File: config.mk
export PLATFORM = sky130hd
export DESIGN_NAME = tick_timer_ctrl
export DESIGN_NICKNAME = d
export VERILOG_FILES = /design/src/rtl/tick_timer_ctrl.sv
export SDC_FILE = /design/constraint.sdc
export NUM_CORES = 1
export LEC_CHECK = 0
export ABC_AREA = 1
export CAP_MARGIN = 30
export CORE_MARGIN = 1
export CORE_UTILIZATION = 55
export CTS_CLUSTER_SIZE = 16
export DETAILED_ROUTE_END_ITERATION = 7
export PLACE_DENSITY = 0.85
export SETUP_SLACK_MARGIN = 0.15
export SLEW_MARGIN = 20
export SYNTH_ARGS = -nofsm -noshare
export SYNTH_HDL_FRONTEND = slang
export SYNTH_SLANG_ARGS = --single-unit
File: constraint.sdc
create_clock -name clk -period 2.4 [get_ports clk]
set_input_delay 0.48 -clock clk [delete_from_list [all_inputs] [get_ports clk]]
set_output_delay 0.48 -clock clk [all_outputs]
set_load 0.005 [all_outputs]
File: src/rtl/tick_timer_ctrl.sv
// Programmable tick/square-wave generator: one tick every half_q cycles while running, first tick H edges after start.
// Config is handshaked and only accepted while idle (cfg_ready low in RUN); tick/done/clko/busy are registered.
module tick_timer_ctrl #(
   parameter int WIDTH        = 25,
   parameter int DEFAULT_HALF = 25000000
) (
   input  logic             clk,
   input  logic             rstn,
   input  logic             cfg_valid,
   output logic             cfg_ready,
   input  logic [WIDTH-1:0] cfg_half,
   input  logic             cfg_oneshot,
   input  logic             start,
   input  logic             stop,
   output logic             busy,
   output logic             tick,
   output logic             done,
   output logic             clko
);

   typedef enum logic {IDLE = 1'b0, RUN = 1'b1} state_t;

   state_t           state_q, state_d;
   logic [WIDTH-1:0] cnt_q, cnt_d;
   logic [WIDTH-1:0] half_q, half_d;
   logic             oneshot_q, oneshot_d;
   logic             tick_q, tick_d;
   logic             done_q, done_d;
   logic             clko_q, clko_d;
   logic             busy_q, busy_d;
   logic             cfg_accept;
   logic             terminal;

   assign cfg_ready  = (state_q == IDLE);
   assign cfg_accept = cfg_valid && cfg_ready;
   assign terminal   = (cnt_q == half_q - WIDTH'(1));

   always_ff @(posedge clk or negedge rstn) begin
      if (!rstn) begin
         state_q   <= IDLE;
         cnt_q     <= '0;
         half_q    <= WIDTH'(DEFAULT_HALF);
         oneshot_q <= 1'b0;
         tick_q    <= 1'b0;
         done_q    <= 1'b0;
         clko_q    <= 1'b0;
         busy_q    <= 1'b0;
      end else begin
         state_q   <= state_d;
         cnt_q     <= cnt_d;
         half_q    <= half_d;
         oneshot_q <= oneshot_d;
         tick_q    <= tick_d;
         done_q    <= done_d;
         clko_q    <= clko_d;
         busy_q    <= busy_d;
      end
   end

   always_comb begin
      state_d   = state_q;
      cnt_d     = cnt_q;
      half_d    = half_q;
      oneshot_d = oneshot_q;
      tick_d    = 1'b0;
      done_d    = 1'b0;
      clko_d    = clko_q;
      busy_d    = busy_q;
      case (state_q)
         IDLE: begin
            // A config accepted alongside start takes effect for that same run.
            if (cfg_accept) begin
               half_d    = (cfg_half == '0) ? WIDTH'(1) : cfg_half;
               oneshot_d = cfg_oneshot;
            end
            if (start && !stop) begin
               state_d = RUN;
               cnt_d   = '0;
               clko_d  = 1'b0;
               busy_d  = 1'b1;
            end
         end
         RUN: begin
            // Stop beats a coincident terminal count: no tick, no toggle.
            if (stop) begin
               state_d = IDLE;
               cnt_d   = '0;
               clko_d  = 1'b0;
               busy_d  = 1'b0;
            end else if (terminal) begin
               cnt_d  = '0;
               tick_d = 1'b1;
               clko_d = ~clko_q;
               if (oneshot_q) begin
                  done_d  = 1'b1;
                  state_d = IDLE;
                  busy_d  = 1'b0;
               end
            end else begin
               cnt_d = cnt_q + WIDTH'(1);
            end
         end
         default: state_d = IDLE;
      endcase
   end

   assign busy = busy_q;
   assign tick = tick_q;
   assign done = done_q;
   assign clko = clko_q;

endmodule

==> results.ini <==
[outcome]
status=finished, final reports clean

[yosys]
synthMuxAreaShare_pct=4.611
synth_nets=527
synth_area_leader_cell=dfrtp_1
syn_avg_cell_area_um2=7.910
synth_fa_ha_area_share_pct=0.6404
synth_compound_area_share_pct=6.692
synthTopCellsByArea=dfrtp_1, nand2_1, dfstp_2
synth_top_family_by_area=simple AND/OR/NAND/NOR gates
ys_seq_elements=56
synth_edf_count=0
synth-xor-area-share_pct=8.966
synthesis.yosys.warnings=0
yosysSeqAreaShare_pct=36.25
synthCells=494
syn_area_um2=3907
async_flop_share_pct=100.0
synth-main-ff-cell=dfrtp_1
ys_types=40
synth-simple-area-share_pct=35.35
synth.top_cell.area_share_pct=28.18

[global_route]
grtUsageTotal_pct=28.23
grt_max_degree=33
grt_overflow=0
grt_pass1_wl_um=16280
first_global_vias=3535
antenna_found_initial=0

[floorplanning]
coreArea_um2=6832
die_width_um=86.29
dieArea_um2=7446
die_y_um=86.29
io_pins=36
num_rows=30
initial_core_util_pct=57.20

[sta]
fin_crit_sh_pct=91.88
max_freq_ghz=0.4535
setup_violations=0
report.final.slew_viol_count=0
period_minus_slack_ns=2.205
worstMarginPinSlew_ns=0.7156
grt_setup_unrepaired=true
hold_viol_final=0
finClkSkew_ns=0.007051
slew_headroom_pct=52.12
tns_ns=0

[route]
routed-wl-met2_um=4982
finalWirelength_um=10300
wl_met1_um=4155
dr_wl_met3_um=767
highest_layer=met4
num_vias=3718
wl_per_cell_um=16.01
firstDrtPassIters=5
drcViolationCount=0
drt_iter0_drc=289
via_per_inst=5.782
postRouteAntennaNets=0

[setup_path]
cp-end-kind=flop
cp_max_fo=6
critPathKind=reg2reg
crit_required_ns=2.59
start_kind=flop
cp-startpoint=half_q[7]
r2r-start=half_q[7]
cp_data_arrival_time_ns=2.40

[cells_and_area]
regArea_um2=1419
multi_input_area_um2=2280
finalNetCount=579
layout_commonest_cell=nand2_1
synthToLayoutAreaGrowth_pct=19.37
drive_gt1_share_pct=24.50
fin_cells=643
num_antenna_cells=0
n_fill_cell=531
final_cell_mix=nand2_1, nor2_1, dfrtp_1

[clocking]
cts.sinks=56
clk_pin_slew_worst_paths_ns=0.10
cts.path.max_buffers=2
clk_latency_ns=0.31
clock_tree.root_cell=clkbuf_8
cts_buffers=5
ctsHoldBuffers=0
cts_tree=yes
htree_levels=2

[job]
max_cap_violations=0

[placement]
placed_cells=620
dp_hpwl_um=7424
io_buffers=35
routabilityCongestion=0.9722

[power]
p_per_area_nw_per_um2=524.8
peakVddDrop_uv=322.6
p_leak_uw=0.001989

[min_path]
holdCritPathClass=in2async

## through the flow
step | cell area (um2) | hold slack [ns] | utilization, % | power [uW] | setup WS, ns
floorplan | 3908 | 0.1844 | - | 1632 | 0.3432
global placement | 4357 | 0.4369 | 63.77 | 1818 | 0.07672
detailed placement | 4357 | 0.4512 | 63.77 | 1849 | 0.007454
CTS | 4502 | 0.1773 | 65.90 | 2390 | 0.1598
global route | 4664 | 0.1953 | 68.28 | 2575 | 0.04347
finish | 4664 | 0.1617 | 68.28 | 2448 | 0.1948
## cell usage after synthesis (3+ instances only)
| cell | count |
|---|---|
| xnor2_1 | 14 |
| dfstp_2 | 12 |
| nor2_1 | 52 |
| nor2_4 | 8 |
| clkbuf_1 | 8 |
| nor3_1 | 7 |
| nand3_1 | 31 |
| a21oi_1 | 5 |
| inv_1 | 42 |
| nand4_1 | 17 |
| nor4_1 | 8 |
| dfrtp_1 | 44 |
| nand3_2 | 6 |
| nor2_2 | 11 |
| inv_2 | 5 |
| nand2_2 | 4 |
| a21oi_2 | 19 |
| mux2_2 | 16 |
| xor2_1 | 26 |
| nand3b_1 | 5 |
| buf_6 | 3 |
| nand2_1 | 123 |
| o21ai_0 | 6 |
## what timing repair did
action                                  CTS  global route
gates resized for setup                   4            14
pin swaps                                 1            10
endpoints found under the setup margin   27            27
cloned                                    1             2
endpoints found under the hold margin     0             0
buffers inserted                          3             9
## sequential cells by signal (all words and copies together) (netlist names)
signal,flops
tick,1
half_q,25
oneshot_q,1
done,1
clko,1
busy,1
state_q,1
cnt_q,25
## cell type report
type / count / area share, %
multi-input combinational: 377 / 48.87
sequential: 56 / 30.42
inverter: 49 / 3.943
tap: 96 / 2.575
clock buffer: 6 / 1.770
timing repair buffer: 57 / 12.20
clock inverter: 2 / 0.2146
## worst max-delay path: stages, from the launching register on
cell	delay (ns)
dfrtp_1	0.47
nor2_2	0.13
nand2_1	0.17
nor2_4	0.24
nand2_1	0.07
nand2_1	0.07
nand2_1	0.06
nor2_2	0.12
nand2_1	0.10
nor2_4	0.17
nand3_4	0.14
nand2_8	0.13
clkbuf_16	0.16
a21oi_2	0.05
## worst paths after layout
path	cells past startpoint	end	slack (ns)
worst max-delay path	13	cnt_q[6]	0.19
worst min-delay path	1	cnt_q[3]	0.16
worst max register to register	13	cnt_q[6]	0.19
worst min register to register	1	busy	0.46
max in group asynchronous	2	half_q[18]	1.59
min in group clk	1	busy	0.46
## kinds of logic after synthesis
family | Yosys count
AO/OA/AOI/OAI | 35
XOR/XNOR | 40
adder cells (fa/ha/maj) | 2
buffers and inverters | 63
flip-flops | 56
multiplexers | 16
AND/OR/NAND/NOR | 282
## routing by layer
layer,track usage [%],up-vias
met4,12.88,0
met3,4.571,41
li1,-,1708
met2,47.26,173
met5,0,-
met1,36.05,1796
## power breakdown
group,switching (uW),internal [uW]
clock network,302,231
logic,419,315
registers,125,1060
Power figures use the tool's default switching activity.
